==> src/rtl/spm_pkg.sv <==
// Shared types and constants for the signed serial-parallel multiplier
// sequencing controller (spm_seq_ctrl) and its bit counter.
package spm_pkg;

  typedef enum logic [1:0] {
    IDLE = 2'd0,
    LOAD = 2'd1,
    RUN  = 2'd2,
    DONE = 2'd3
  } spm_state_t;

  // Default operand width; the product is twice this wide.
  localparam int SPM_N = 8;

  // Bit-counter width, wide enough for indices 0..2N (5 bits for N=8).
  function automatic int cnt_width(input int n);
    return $clog2(2 * n + 1);
  endfunction

  // Index of the final serial bit of a multiply.
  function automatic int last_bit(input int n);
    return 2 * n - 1;
  endfunction

  localparam int CNT_W    = cnt_width(SPM_N);
  localparam int LAST_BIT = last_bit(SPM_N);

endpackage

==> src/rtl/spm_seq_ctrl_if.sv <==
// Handshake/control bundle between the operand-issuing logic (master)
// and the SPM sequencing controller (slave).
// Optional macro SPM_CTRL_ABORT_EN adds the abort request line.
interface spm_seq_ctrl_if
  import spm_pkg::*;
#(
  parameter int N     = SPM_N,
  parameter int CNT_W = cnt_width(N)
);

  logic             start;
  logic             ack;
  logic             ready;
  logic             load;
  logic             shift_en;
  logic             sign_ext;
  logic [CNT_W-1:0] bit_idx;
  logic             busy;
  logic             done;
`ifdef SPM_CTRL_ABORT_EN
  logic             abort;

  modport master (
    output start, ack, abort,
    input  ready, load, shift_en, sign_ext, bit_idx, busy, done
  );

  modport slave (
    input  start, ack, abort,
    output ready, load, shift_en, sign_ext, bit_idx, busy, done
  );
`else
  modport master (
    output start, ack,
    input  ready, load, shift_en, sign_ext, bit_idx, busy, done
  );

  modport slave (
    input  start, ack,
    output ready, load, shift_en, sign_ext, bit_idx, busy, done
  );
`endif

endinterface

==> src/rtl/spm_bit_counter.sv <==
// Serial bit counter for the SPM controller: synchronous clear, count
// enable, and a registered terminal flag that is high exactly while the
// count equals the last bit index. The count never wraps past it.
module spm_bit_counter
  import spm_pkg::*;
#(
  parameter int N     = SPM_N,
  parameter int CNT_W = cnt_width(N)
) (
  input  logic             clk,
  input  logic             rst,
  input  logic             clear,
  input  logic             en,
  output logic [CNT_W-1:0] count,
  output logic             tc
);

  localparam logic [CNT_W-1:0] LAST = CNT_W'(last_bit(N));
  localparam logic [CNT_W-1:0] ONE  = CNT_W'(1);

  logic [CNT_W-1:0] count_inc;

  assign count_inc = count + ONE;

  // Count up while enabled; tc is updated from the incremented value so it
  // is already asserted during the cycle in which count equals LAST.
  always_ff @(posedge clk) begin
    if (rst || clear) begin
      count <= '0;
      tc    <= 1'b0;
    end else if (en && !tc) begin
      count <= count_inc;
      tc    <= (count_inc == LAST);
    end
  end

endmodule

==> src/rtl/spm_seq_ctrl.sv <==
// Sequencing controller for the signed serial-parallel multiplier.
// IDLE -> LOAD (one-cycle operand load) -> RUN (2N shift cycles, upper N
// with sign extension) -> DONE (held until ack).
// Optional macro SPM_CTRL_ABORT_EN: abort returns LOAD/RUN/DONE to IDLE
// without producing done; rst still takes priority.
module spm_seq_ctrl
  import spm_pkg::*;
#(
  parameter int N     = SPM_N,
  parameter int CNT_W = cnt_width(N)
) (
  input  logic          clk,
  input  logic          rst,
  spm_seq_ctrl_if.slave bus
);

  localparam logic [CNT_W-1:0] N_IDX = CNT_W'(N);

  spm_state_t       state;
  spm_state_t       next_state;
  logic [CNT_W-1:0] count;
  logic             tc;
  logic             cnt_clear;
  logic             cnt_en;
  logic             ready_q;
  logic             load_q;
  logic             shift_q;
  logic             busy_q;
  logic             done_q;
  logic             kill;

`ifdef SPM_CTRL_ABORT_EN
  assign kill = bus.abort;
`else
  assign kill = 1'b0;
`endif

  // Next-state decode; start and ack only matter in IDLE and DONE.
  always_comb begin
    next_state = state;
    case (state)
      IDLE:    if (bus.start) next_state = LOAD;
      LOAD:    next_state = RUN;
      RUN:     if (tc) next_state = DONE;
      DONE:    if (bus.ack) next_state = IDLE;
      default: next_state = IDLE;
    endcase
    if (kill && (state != IDLE)) next_state = IDLE;
  end

  // State register with Moore outputs registered from the next state.
  always_ff @(posedge clk) begin
    if (rst) begin
      state   <= IDLE;
      ready_q <= 1'b1;
      load_q  <= 1'b0;
      shift_q <= 1'b0;
      busy_q  <= 1'b0;
      done_q  <= 1'b0;
    end else begin
      state   <= next_state;
      ready_q <= (next_state == IDLE);
      load_q  <= (next_state == LOAD);
      shift_q <= (next_state == RUN);
      busy_q  <= (next_state == LOAD) || (next_state == RUN);
      done_q  <= (next_state == DONE);
    end
  end

  // Hold the counter at zero whenever the controller is not shifting, so
  // it starts from 0 on entry to RUN and is already 0 after leaving it.
  assign cnt_clear = (state != RUN) || (next_state != RUN);
  assign cnt_en    = (state == RUN);

  spm_bit_counter #(
    .N     (N),
    .CNT_W (CNT_W)
  ) u_counter (
    .clk   (clk),
    .rst   (rst),
    .clear (cnt_clear),
    .en    (cnt_en),
    .count (count),
    .tc    (tc)
  );

  assign bus.ready    = ready_q;
  assign bus.load     = load_q;
  assign bus.shift_en = shift_q;
  assign bus.busy     = busy_q;
  assign bus.done     = done_q;
  assign bus.bit_idx  = shift_q ? count : '0;
  assign bus.sign_ext = shift_q && (count >= N_IDX);

endmodule
==> src/flat_wrapper.sv <==
// flat-port wrapper written by rule: the top's interface ports become plain ports
module spm_seq_ctrl_flat import spm_pkg::*;
#(
  parameter int N     = SPM_N,
  parameter int CNT_W = cnt_width(N)
)
  (clk, rst, bus_start, bus_ack, bus_ready, bus_load, bus_shift_en, bus_sign_ext, bus_bit_idx, bus_busy, bus_done);
  spm_seq_ctrl_if #(.N(N), .CNT_W(CNT_W)) bus_i ();
  input  logic clk;
  input  logic rst;
  input wire logic [$bits(bus_i.start)-1:0] bus_start;
  input wire logic [$bits(bus_i.ack)-1:0] bus_ack;
  output wire logic [$bits(bus_i.ready)-1:0] bus_ready;
  output wire logic [$bits(bus_i.load)-1:0] bus_load;
  output wire logic [$bits(bus_i.shift_en)-1:0] bus_shift_en;
  output wire logic [$bits(bus_i.sign_ext)-1:0] bus_sign_ext;
  output wire logic [$bits(bus_i.bit_idx)-1:0] bus_bit_idx;
  output wire logic [$bits(bus_i.busy)-1:0] bus_busy;
  output wire logic [$bits(bus_i.done)-1:0] bus_done;
  assign bus_i.start = bus_start;
  assign bus_i.ack = bus_ack;
  assign bus_ready = bus_i.ready;
  assign bus_load = bus_i.load;
  assign bus_shift_en = bus_i.shift_en;
  assign bus_sign_ext = bus_i.sign_ext;
  assign bus_bit_idx = bus_i.bit_idx;
  assign bus_busy = bus_i.busy;
  assign bus_done = bus_i.done;
  spm_seq_ctrl #(.N(N), .CNT_W(CNT_W)) u_core (.clk(clk), .rst(rst), .bus(bus_i));
endmodule
==> config.mk <==
export PLATFORM = sky130hd
export DESIGN_NAME = spm_seq_ctrl_flat
export DESIGN_NICKNAME = d
export VERILOG_FILES = /design/src/rtl/spm_pkg.sv /design/src/rtl/spm_seq_ctrl_if.sv /design/src/rtl/spm_bit_counter.sv /design/src/rtl/spm_seq_ctrl.sv /design/src/flat_wrapper.sv
export SDC_FILE = /design/constraint.sdc
export NUM_CORES = 1
export LEC_CHECK = 0
export ABC_AREA = 1
export CAP_MARGIN = 20
export CORE_UTILIZATION = 45
export CTS_BUF_LIST = sky130_fd_sc_hd__clkbuf_8
export DETAILED_ROUTE_END_ITERATION = 7
export PLACE_DENSITY = 0.73
export RECOVER_POWER = 100
export SLEW_MARGIN = 20
export SYNTH_ARGS = -nofsm -noshare
export SYNTH_HDL_FRONTEND = slang
export SYNTH_SLANG_ARGS = --single-unit
==> constraint.sdc <==
create_clock -name clk -period 2.2 [get_ports clk]
set_clock_uncertainty 0.1 [all_clocks]
set_input_delay 0.44 -clock clk [delete_from_list [all_inputs] [get_ports clk]]
set_output_delay 0.44 -clock clk [all_outputs]
set_load 0.05 [all_outputs]
==> Word level (Yosys, flattened, before mapping) <==
Cells that the tools add are included.
{ "word_totals": {"regBits": 13, "in_bits": 4, "elab_cells": 32} }
{ "classes": {"n_addsub": 1, "magnitude_cmp": 1, "n_eq_ne": 9, "muxes": 5, "reduce_logical": 8} }
{ "ops": {"columns": ["cell", "n"], "rows": [
  ["$eq 2x2->1 const B", 4],
  ["$pmux 2 s4", 1],
  ["$mux 2", 3],
  ["$add 5x1->5 const B", 1],
  ["$eq 5x4->1 const B", 1],
  ["$ge 5x4->1 const B", 1],
  ["$mux 5", 1],
  ["$eq 2x1->1 const B", 2],
  ["$logic_not 2->1", 2],
  ["$ne 2x2->1 const B", 2],
  ["$logic_or 1x1->1", 3],
  ["$logic_and 1x1->1", 2],
  ["$logic_not 1->1", 1]
]} }

==> Depth between registers and ports, before layout <==
Gate-level depths: netlist of run 1.
{ "depth": {"depth_word": 5, "ltp_mapped": 11, "depth_no_buf": 11} }

==> By module <==
From an unflattened synthesis of run 1, not the netlist that was laid out.
{ "hier_totals": {"cells_unflattened": 94, "hier_area_um2": 675.6} }
{ "by_module_without_submodules": {"columns": ["mod", "n_inst", "cells_each", "area_each_um2", "seq_area_each_um2"], "rows": [
  ["spm_seq_ctrl", 1, 49, 355.3, 140.1],
  ["spm_bit_counter", 1, 45, 320.3, 120.1]
]} }

==> Least setup slack after synthesis of run 1 <==
No wires, ideal clock.
{ "synth_path": {"path_kind": "reg2out", "start": "register u_core.shift_q (netlist: u_core.bus.shift_en)", "end": "output port bus_sign_ext", "arrival_time_ns": 1.177, "required_ns": 1.660, "setup_slack_ns": 0.483, "stages_incl_launch_ff": 3, "n_path_buf": 0, "cell_sequence": "dfxtp_1 > nand2_1 > nand2_1"} }
{ "synth_between": {"elab_chain_cells": 1} }
{ "synth_rtl": {"columns": ["item", "line_no", "text"], "rows": [
  ["start: declaration", "spm_seq_ctrl.sv:27", "logic shift_q;"],
  ["start signal: assignment", "spm_seq_ctrl.sv:64", "shift_q <= (next_state == RUN);"],
  ["$logic_and 1x1->1", "spm_seq_ctrl.sv:93", "assign bus.sign_ext = shift_q && (count >= N_IDX);"],
  ["end: declaration", "flat_wrapper.sv:16", "output wire logic [$bits(bus_i.sign_ext)-1:0] bus_sign_ext;"]
]} }
No other way between the ends.

==> Worst setup path in the final report of run 1 <==
{ "layout_path": {"start": "register u_core.shift_q (netlist: u_core.bus.shift_en)", "end": "output port bus_bit_idx[2]"} }
{ "layout_between": {"elab_chain_cells": 1} }
{ "layout_rtl": {"columns": ["item", "line_no", "text"], "rows": [
  ["$mux 5", "spm_seq_ctrl.sv:92", "assign bus.bit_idx = shift_q ? count : '0;"],
  ["end: declaration", "flat_wrapper.sv:17", "output wire logic [$bits(bus_i.bit_idx)-1:0] bus_bit_idx;"]
]} }
No other way between the ends.

==> results of run 1 <==
==> cell families (layout without fill, tap and decap cells) <==
group	count (synthesis)	count (layout)	synth area share [%]
adder cells (fa/ha/maj)	7	7	13.2
XOR/XNOR	1	1	1.32
AO/OA/AOI/OAI	9	9	7.17
buffers and inverters	25	45	14.2
flip-flops	13	13	39.2
AND/OR/NAND/NOR	37	37	24.9
==> metrics by stage <==
stage	instance area (um^2)	hold slack, ns	instances	setup slack, ns	total power, mW
finish	851	0.407	127	0.0922	0.550
global route	851	0.437	127	0.00568	0.579
CTS	875	0.409	127	0.0646	0.565
detailed placement	830	0.401	123	0.0356	0.358
global placement	830	0.398	123	0.0601	0.356
floorplan	663	0.378	92	0.483	0.321
==> worst min-delay path: stages (launching register included) <==
cell	delay (ns)
dfxtp_1	0.34
nand2_1	0.07
a21oi_1	0.05
==> worst paths after layout <==
path | startpoint | to | slack [ns] | cells after the start
min reg2reg | u_core.u_counter.count[2] | u_core.u_counter.count[2] | 0.41 | 2
min | u_core.u_counter.count[2] | u_core.u_counter.count[2] | 0.41 | 2
max | u_core.bus.shift_en | bus_bit_idx[2] | 0.09 | 3
max reg2reg | u_core.state[0] | u_core.u_counter.count[3] | 0.43 | 11
==> cells in the final DEF (no fill, tap or decap), types with 2 or more instances in the layout <==
cell             count
clkbuf_8             3
nand3_1              4
o21ai_0              2
clkbuf_1             5
clkdlybuf4s50_1      6
nand2_1             17
a21oi_1              5
dlygate4sd3_1        5
ha_1                 7
dfxtp_1             13
inv_1               25
nor2_1              11
==> report_power, final <==
| part | switching [mW] | total (mW) | internal [mW] |
|---|---|---|---|
| logic | 0.0604 | 0.0910 | 0.0307 |
| registers | 0.00630 | 0.254 | 0.248 |
| clock network | 0.0822 | 0.205 | 0.123 |
| total | 0.149 | 0.550 | 0.401 |
==> synthesized netlist by cell type <==
| master | n | area share (%) |
|---|---|---|
| nor2_2 | 1 | 0.94 |
| a21oi_1 | 5 | 3.8 |
| inv_2 | 1 | 0.57 |
| nor2_1 | 11 | 6.2 |
| or2_2 | 1 | 0.94 |
| ha_1 | 7 | 13 |
| nor2_4 | 1 | 1.7 |
| o21ai_0 | 2 | 1.5 |
| nand2_1 | 17 | 9.6 |
| or2_1 | 1 | 0.94 |
| nand3_1 | 4 | 3.0 |
| dfxtp_1 | 13 | 39 |
| nor3_2 | 1 | 1.5 |
| inv_1 | 24 | 14 |
| a211oi_1 | 1 | 1.1 |
| o21ai_1 | 1 | 0.75 |
| xor2_1 | 1 | 1.3 |
==> layout make-up <==
class,count,area [um^2]
Clock buffer,3,41.3
Clock inverter,1,3.75
Fill cell,128,483
Inverter,25,93.8
Multi-Input combinational cell,54,304
Sequential cell,13,260
Tap cell,15,18.8
Timing Repair Buffer,16,129
==> flip-flops by register name (all words and copies together) (netlist names) <==
| name | flops |
|---|---|
| u_core.bus.load | 1 |
| u_core.bus.shift_en | 1 |
| u_core.u_counter.count | 5 |
| u_core.bus.done | 1 |
| u_core.u_counter.tc | 1 |
| u_core.bus.busy | 1 |
| u_core.bus.ready | 1 |
| u_core.state | 2 |
==> layer usage <==
metal / global-route usage (%) / share of wire (%) / vias up
met5: 0 / 0 / -
met4: 7.50 / 0 / 0
met3: 6.67 / 5.4 / 0
met2: 29.8 / 47 / 13
met1: 19.1 / 47 / 239
li1: - / - / 308
==> impl_metrics.yaml, run 1 <==
sta:
  max_freq_mhz: 474
  rsz0062_at_grt: "no"
  worst_pin_slew_ns: 0.597
  period_minus_slack_ns: 2.11
  fin_crit_sh_pct: 95.8
  slew_headroom_pct: 60.4
  tns_ns: 0
  setup_viol: 0
  slew_viol_final: 0
  hold_viol_final: 0
die:
  pin_count: 15
  fp.coreArea_mm2: 0.00133
  die_h_um: 40.4
  num_rows: 13
  die_x_um: 40.4
  die-area_mm2: 0.00163
  initial_utilization_pct: 49.7
setup_path:
  cpMaxStageDelayCell: "clkdlybuf4s50_1"
  cp.required_ns: 1.66
  crit_path_end_kind: "output pin"
  crit_family: "buffers and inverters"
  cpPeakStageDelay_ns: 0.79
  crit_chain: "nand2_1 > inv_1 > clkdlybuf4s50_1"
  path_class: "flop to output pin"
  start_kind: "flop"
  cp.arrival_ns: 1.57
  critical_path_buf_inv_count: 2
  worstPathMaxFanout: 6
logic_synthesis:
  netlist_area_um2: 663
  syn_nets: 103
  yosysSeqAreaShare_pct: 39.2
  yosysWarnings: 0
  syn_area_per_cell_um2: 7.21
  ys_seq_elements: 13
  synth_cells: 92
  synthDistinctLibCells: 17
route:
  vias: 560
  drt_iter0_markers: 6
  drt-vias-per-instance: 4.41
  drc: 0
  ant_nets: 0
  drt_pass1_iterations: 4
  finalWirelength_um: 1140
  routedWlPerCell_um: 9.01
global_routing:
  antenna_found_initial: 0
  overflow: 0
  grt.total_usage_pct: 17.5
  grt_pass1_wl_um: 1830
  grt_pass1_vias: 468
  grt_max_degree: 8
clock_network:
  postCtsSetupBuffers: 0
  cts-root-buf: "clkbuf_8"
  htreeDepth: 1
  cts-resized-gates: 0
  clkSlewWorstSetupHoldPaths_ns: 0.05
  worstSkewPairLatency_ns: 0.24
  cts_tree: "yes"
  numCtsBuffers: 3
  clk_path_buf_depth: 2
  cts_num_sinks: 13
  holdBufCountCts: 0
final_layout:
  syn2layout_area_growth_pct: 28.3
  drive_gt1_share_pct: 6.25
  fin_nets: 124
  n_antenna_cell: 0
  utilization_pct: 63.8
outcome:
  status: "finished clean"
pwr:
  leakage_nw: 0.452
  pwr_density_cell_mw_per_mm2: 647
  worst_ir_drop_vdd_mv: 0.432
placed_design:
  place_congestion: 0.748
  portBuffers: 14
  detailed_place_hpwl_um: 887
run:
  max_cap_violations: 0
worst_hold_path:
  hold_class: "flop to flop"
Note: power is estimated with default switching activity, not from simulation.
==> run 2, diff against run 1 <==
--- a/config.mk
+++ b/config.mk
@@ -7,10 +7,10 @@
 export LEC_CHECK = 0
 export ABC_AREA = 1
 export CAP_MARGIN = 20
-export CORE_UTILIZATION = 45
+export CORE_UTILIZATION = 50
 export CTS_BUF_LIST = sky130_fd_sc_hd__clkbuf_8
 export DETAILED_ROUTE_END_ITERATION = 7
-export PLACE_DENSITY = 0.73
+export PLACE_DENSITY = 0.8
 export RECOVER_POWER = 100
 export SLEW_MARGIN = 20
 export SYNTH_ARGS = -nofsm -noshare
==> impl_metrics.yaml, run 2 (same netlist as run 1, synthesis figures left out) <==
sta:
  worst_pin_slew_ns: 0.595
  period_minus_slack_ns: 2.10
  hold_viol_final: 0
  max_freq_mhz: 476
  setup_viol: 0
  slew_headroom_pct: 60.5
  slew_viol_final: 0
  fin_crit_sh_pct: 95.6
  tns_ns: 0
  rsz0062_at_grt: "no"
setup_path:
  path_class: "flop to output pin"
  cp.arrival_ns: 1.56
  worstPathMaxFanout: 6
  start_kind: "flop"
  crit_family: "buffers and inverters"
  crit_chain: "nand2_1 > inv_1 > clkdlybuf4s50_1"
  critical_path_buf_inv_count: 2
  cp.required_ns: 1.66
  crit_path_end_kind: "output pin"
  cpPeakStageDelay_ns: 0.78
  cpMaxStageDelayCell: "clkdlybuf4s50_1"
clock_network:
  clk_path_buf_depth: 2
  postCtsSetupBuffers: 0
  clkSlewWorstSetupHoldPaths_ns: 0.05
  numCtsBuffers: 3
  cts_tree: "yes"
  holdBufCountCts: 0
  cts-root-buf: "clkbuf_8"
  cts_num_sinks: 13
  htreeDepth: 1
  worstSkewPairLatency_ns: 0.24
pwr:
  p_clk_share_pct: 37.3
  seqPwrFrac_pct: 46.0
  p_int_mw: 0.401
  worst_ir_drop_vdd_mv: 0.431
  comb_power_share_pct: 16.7
  swShare_pct: 27.4
  p_switching_mw: 0.152
  pwr_density_cell_mw_per_mm2: 654
  leakage_nw: 0.451
global_routing:
  grt_pass1_vias: 511
  grt_max_degree: 8
  grt_pass1_wl_um: 1980
  overflow: 0
  antenna_found_initial: 0
  grt.total_usage_pct: 19.7
final_layout:
  mostFrequentLayoutCells: "inv_1 (25), nand2_1 (17), dfxtp_1 (13)"
  n_antenna_cell: 0
  largest_reg_flops: 5
  drive_gt1_share_pct: 7.21
  fin_nets: 123
  largest-register: "u_core.u_counter.count"
  stdcell_count: 125
  layout_commonest_cell: "inv_1"
  syn2layout_area_growth_pct: 27.4
  largestRegisters: "u_core.u_counter.count x5, u_core.state x2"
  regArea_um2: 260
  multi_input_area_um2: 309
  n_fill_cell: 102
die:
  die_x_um: 38.4
  pin_count: 15
  num_rows: 12
  initial_utilization_pct: 56.6
  die_h_um: 38.4
  fp.coreArea_mm2: 0.00117
  die-area_mm2: 0.00148
route:
  vias: 581
  drt_iter0_markers: 9
  finalWirelength_um: 1190
  drt-vias-per-instance: 4.65
  routedWlPerCell_um: 9.54
  drc: 0
  drt_pass1_iterations: 4
  ant_nets: 0
placed_design:
  detailed_place_hpwl_um: 930
  dp_cells: 121
  portBuffers: 14
  place_congestion: 0.812
worst_hold_path:
  hold_class: "flop to flop"
run:
  max_cap_violations: 0
outcome:
  status: "finished clean"
==> run 2: tightest hold or removal path, stage by stage (launching register included) <==
cell and delay [ns]:
dfxtp_1 0.35, nand2_1 0.08, a21oi_1 0.05
==> run 2: final timing paths <==
path	startpoint	to	cells past startpoint	slack, ns
setup reg to reg	u_core.state[0]	u_core.u_counter.count[3]	11	0.40
hold reg to reg	u_core.u_counter.count[2]	u_core.u_counter.count[2]	2	0.43
setup / recovery	u_core.bus.shift_en	bus_bit_idx[0]	3	0.1
hold / removal	u_core.u_counter.count[2]	u_core.u_counter.count[2]	2	0.43
==> run 2: stage by stage <==
stage | power (mW) | worst slack, ns | instance area [um^2] | hold WS, ns | util [%]
6_report | 0.553 | 0.0971 | 845 | 0.432 | 72.1
5_1_grt | 0.578 | 0.00943 | 845 | 0.476 | 72.1
4_1_cts | 0.563 | 0.0845 | 866 | 0.429 | 73.9
3_5_place_dp | 0.357 | -0.0280 | 821 | 0.419 | 70.1
3_3_place_gp | 0.353 | 0.0557 | 821 | 0.404 | 70.1
2_1_floorplan | 0.321 | 0.483 | 663 | 0.378 | -
==> run 2: per-layer routing <==
layer  vias up  share of wire [%]  wire length [um]  track usage, %
li1        305                  -                 -               -
met1       255                 45               536            22.4
met2        18                 48               569            33.5
met3         3                5.4                65            5.23
met4         0                1.8                22            10.3
met5         -                  0                 0               0
==> run 2: timing repair <==
action / in CTS / in global routing
endpoints found under the hold margin: 0 / 0
gates resized for setup: 0 / 1
setup endpoints to repair: 0 / 1
==> run 2: final cells by class <==
class	count	area share, %
inverters	25	11.1
clock inverters	1	0.444
well taps	14	2.07
clock buffers	3	4.89
flip-flops and latches	13	30.8
multi-input cells	54	36.6
repair buffers	15	14.1
==> run 2: power by group through the flow <==
stage	Combinational (mW)	Clock (mW)	Sequential (mW)
floorplan	0.0339	0	0.287
global placement	0.0943	0	0.259
detailed placement	0.0968	0	0.260
CTS	0.0973	0.211	0.255
global route	0.100	0.222	0.255
finish	0.0921	0.206	0.254
==> run 3, diff against run 2 <==
--- a/config.mk
+++ b/config.mk
@@ -11,7 +11,6 @@
 export CTS_BUF_LIST = sky130_fd_sc_hd__clkbuf_8
 export DETAILED_ROUTE_END_ITERATION = 7
 export PLACE_DENSITY = 0.8
-export RECOVER_POWER = 100
 export SLEW_MARGIN = 20
 export SYNTH_ARGS = -nofsm -noshare
 export SYNTH_HDL_FRONTEND = slang
==> impl_metrics.yaml, run 3 (same netlist as run 1, synthesis figures left out) <==
global_routing:
  antenna_found_initial: 0
  grt_pass1_wl_um: 1980
  grt_pass1_vias: 511
  overflow: 0
  grt_max_degree: 8
  grt.total_usage_pct: 19.7
setup_path:
  cp.arrival_ns: 1.57
  start_kind: "flop"
  crit_path_end_kind: "output pin"
  ff2ff_setup_slack_ns: 0.40
  rr_endpoint: "u_core.u_counter.count[3]"
  cp.required_ns: 1.66
  ff2ff_path_depth: 11
  path_class: "flop to output pin"
  r2r-start: "u_core.state[0]"
  worstPathMaxFanout: 6
die:
  die_x_um: 38.4
  initial_utilization_pct: 56.6
  num_rows: 12
  die_h_um: 38.4
  die-area_mm2: 0.00148
  pin_count: 15
  fp.coreArea_mm2: 0.00117
clock_network:
  cts_num_sinks: 13
  numCtsBuffers: 3
  clkSlewWorstSetupHoldPaths_ns: 0.05
  cts-root-buf: "clkbuf_8"
  clk_path_buf_depth: 2
  cts_tree: "yes"
  cts-resized-gates: 0
  worstSkewPairLatency_ns: 0.24
  postCtsSetupBuffers: 0
  htreeDepth: 1
  holdBufCountCts: 0
placed_design:
  place_congestion: 0.812
  detailed_place_hpwl_um: 930
  portBuffers: 14
  dp_cells: 121
  pre_cts_slack_ns: -0.0280
final_layout:
  mostFrequentLayoutCells: "inv_1 (25), nand2_1 (17), dfxtp_1 (13)"
  largestRegisters: "u_core.u_counter.count x5, u_core.state x2"
  fin_nets: 123
  drive_gt1_share_pct: 10.8
  largest-register: "u_core.u_counter.count"
  largest_reg_flops: 5
  syn2layout_area_growth_pct: 30.9
  n_antenna_cell: 0
  layout_commonest_cell: "inv_1"
  stdcell_count: 125
  n_fill_cell: 96
route:
  ant_nets: 0
  drt_iter0_markers: 6
  drt-vias-per-instance: 4.66
  finalWirelength_um: 1190
  vias: 583
  drt_pass1_iterations: 4
  drc: 0
  routedWlPerCell_um: 9.49
sta:
  slew_viol_final: 0
  worst_pin_slew_ns: 0.499
  setup_slack_ns: 0.0929
  hold_viol_final: 0
  slew_headroom_pct: 66.6
  fin_crit_sh_pct: 95.8
  rsz0062_at_grt: "no"
  max_freq_mhz: 475
  period_minus_slack_ns: 2.11
  setup_viol: 0
worst_hold_path:
  worstHoldStart: "u_core.u_counter.count[2]"
  hold_depth: 2
  hold_class: "flop to flop"
  hold-path-endpoint: "u_core.u_counter.count[2]"
outcome:
  status: "finished clean"
run:
  max_cap_violations: 0
pwr:
  worst_ir_drop_vdd_mv: 0.431
  pwr_density_cell_mw_per_mm2: 642
  leakage_nw: 0.478
  power_mw: 0.558
## run 3: changes by cell type in the layout (fill, tap and decap cells not counted), sizes merged
cell,before,now
dlygate4sd3,5,0
clkbuf,8,3
buf,0,4
clkdlybuf4s50,5,10
dlymetal6s2s,0,1
## run 3: stage by stage
stage / hold WS (ns) / TNS, ns / utilization [%] / cell area, um^2
2_1_floorplan: 0.378 / 0 / - / 663
3_3_place_gp: 0.404 / 0 / 70.1 / 821
3_5_place_dp: 0.419 / -0.0597 / 70.1 / 821
4_1_cts: 0.429 / 0 / 73.9 / 866
5_1_grt: 0.476 / 0 / 74.1 / 868
6_report: 0.426 / 0 / 74.1 / 868
## run 3: how the worst max path moves through the flow
| stage | from | end | slack (ns) |
|---|---|---|---|
| CTS | u_core.bus.shift_en | bus_bit_idx[1] | 0.08 |
| finish | u_core.bus.shift_en | bus_bit_idx[0] | 0.09 |
| global placement | bus_ack | u_core.u_counter.count[1] | 0.06 |
| floorplan | u_core.bus.shift_en | bus_sign_ext | 0.48 |
| detailed placement | bus_ack | u_core.u_counter.count[1] | -0.03 |
| global route | u_core.bus.shift_en | bus_bit_idx[0] | 0.005 |
## run 3: area by class of cell
type,instances,area [um^2],share of cell area [%]
inverter,25,93.8,10.8
tap,14,17.5,2.02
clock buffer,3,41.3,4.76
timing repair buffer,15,143,16.4
sequential,13,260,30.0
multi-input combinational,54,309,35.6
clock inverter,1,3.75,0.432
## run 3: power by group
part           switching (mW)  internal, mW  total, mW
registers             0.00700         0.248      0.255
logic                  0.0619        0.0350     0.0968
clock network          0.0829         0.123      0.206
total                   0.152         0.406      0.558
## run 3: routing by layer
layer,vias to the layer above,wire length [um],global-route usage [%]
met1,260,545,22.4
met5,-,0,0
met4,0,22,10.3
li1,305,-,-
met2,15,563,33.5
met3,3,55,5.23
## run 3: critical path, cell delays in order (launching register included)
cell             delay (ns)
dfxtp_1                0.41
nand2_1                0.07
inv_1                  0.05
clkdlybuf4s50_1        0.78
==> patch, RTL diff (settings of run 1) <==
Make the reset (`rst`) asynchronous in one clocked block.
--- a/src/rtl/spm_seq_ctrl.sv
+++ b/src/rtl/spm_seq_ctrl.sv
@@ -50,5 +50,5 @@
 
   // State register with Moore outputs registered from the next state.
-  always_ff @(posedge clk) begin
+  always_ff @(posedge clk or posedge rst) begin
     if (rst) begin
       state   <= IDLE;
Behaviour: differs if rst is asserted again (counterexample within 4 cycles, from zero or initial values and one cycle with rst high); with rst held inactive, the same outputs for 10 cycles.
==> patch against run 1 <==
- register-to-register slack barely moved
- setup slack better by 2.2 ps
- count of clock-buffer cells in the layout stayed put
- area after synthesis fell by 0.94%
- routed wire length grew 3.3%
- sequential cell count unchanged
- maximum frequency is 0.11% higher
- design area fell by 1.5%
- critical path type unchanged
- critical endpoint is now bus_shift_en
- largest cell class is now registers
- highest routed layer unchanged
Power is not compared: it rests on default switching activity, and its combinational part moved more than twofold at a synthesized area within 25%.
==> patch: results (changes against run 1) <==
Hold Crit Depth 2 (unchanged); buffer depth of the longest clock path 2 (unchanged); Diodes inserted 0 (unchanged); Post-DP HPWL 910.9 µm (+2.7%); worst flop-to-flop path startpoint u_core.state[0]; layout cells sized above 1 0.08824 (+0.02574); Hold Startpoint u_core.u_counter.tc; WL met3 55 µm (-11%); initial drt markers 4 (-2); Post-Route WL 1.182 mm (+3.3%); Top Metal Used met3; top cells by area, synth dfrtp_1 23%, dfxtp_1 18%, ha_1 13%; Hold Crit Class reg -> reg; initial antenna violation count 0 (unchanged); Worst Hold End u_core.u_counter.tc; slew margin rel. 0.6043 (+0.0006560); Routed Antenna Nets 0 (unchanged); RePlAce Congestion 0.7543 (+0.80%); Setup Buffers After CTS 0 (unchanged); outcome finished, final reports clean; synth unique cells 18 (+1); top cell family by delay on the critical path buffers and inverters; WHS 415.2 ps (+8.031 ps); met2 wire len 595 µm (+9.6%); Synth Net Count 92 (-11%); H-tree lvl count 1 (unchanged); Worst path max stage delay 900 ps (+110 ps); setup TNS after final layout 0 ps (unchanged); gr usage total 0.1752 (+0.0003765); slowest CP cell dlygate4sd3_1; M1 WL 531 µm (-1.3%); final net count 114 (-8.1%); DRC 0 (unchanged); maxcap violations 0 (unchanged); Overflow after GRT 0 (unchanged); via count 533 (-4.8%); first-pass GRT wire length 1.794 mm (-1.9%); Post-Place Cell Area 823.3 µm² (-0.75%); root buffer cell clkbuf_8; worst r2r path cells 9 (-2); Critical R2R Capture u_core.u_counter.count[3]; CP max FO 6 (unchanged); R2R Setup Slk 430 ps (about the same); vias in the first global route 435 (-7.1%); Worst Path Arrival 1570 ps (about the same); register area share after synthesis 0.4514 (+0.05898); ys async rst share 0.5385 (+0.5385); largest net degree at the start of global routing 8 (unchanged); Commonest cells post-synth 21 x inv_1, 14 x nand2_1, 7 x ha_1
## patch: worst max path at each step
stage / cells past startpoint / to / startpoint / slack [ps]
floorplan: 2 / bus_sign_ext / u_core.bus.shift_en / 500
global placement: 8 / u_core.u_counter.count[3] / bus_ack / 100
detailed placement: 8 / u_core.u_counter.count[3] / bus_ack / 20
CTS: 1 / bus_ready / u_core.bus.ready / 120
global route: 1 / bus_shift_en / u_core.bus.shift_en / 40
finish: 1 / bus_shift_en / u_core.bus.shift_en / 90
## patch: where the power goes
group / total (mW) / switching, mW / leakage [nW] / internal [mW]
Clock: 0.206 / 0.0828 / 0.0269 / 0.123
Sequential: 0.380 / 0.0613 / 0.132 / 0.318
Combinational: 0.576 / 0.413 / 0.282 / 0.163
## patch: logic make-up after synthesis
group,after synthesis,synth area share
AOI/OAI and AO/OA,11,0.09143
xor gates and xnor gates,1,0.01334
adders and majority gates,7,0.1333
buffers and inverters,21,0.1200
DFF,13,0.4514
and+or+nand+nor,28,0.1905
## patch: metrics by stage
step           setup WS, ps  power, mW    util  instances
6_report              94.46      1.162  0.6285        117
5_1_grt               40.66      1.250  0.6285        117
4_1_cts               117.3      1.206  0.6510        117
3_5_place_dp          15.95      1.000  0.6173        113
3_3_place_gp          98.43     0.9874  0.6173        113
2_1_floorplan         497.1     0.7922       -         81
## patch: metal layers
layer  GRT usage  up-vias
met3     0.05556        0
met4     0.07500        0
li1            -      286
met1      0.2148      234
met5           0        -
met2      0.2823       13
## patch: area by class of cell
class	count	area, µm²
fill	124	495.5
clock inverter	1	3.754
sequential	13	296.5
inverter	21	78.83
multi-input combinational	47	277.8
clock buffer	3	41.29
tap	15	18.77
timing repair buffer	17	121.4
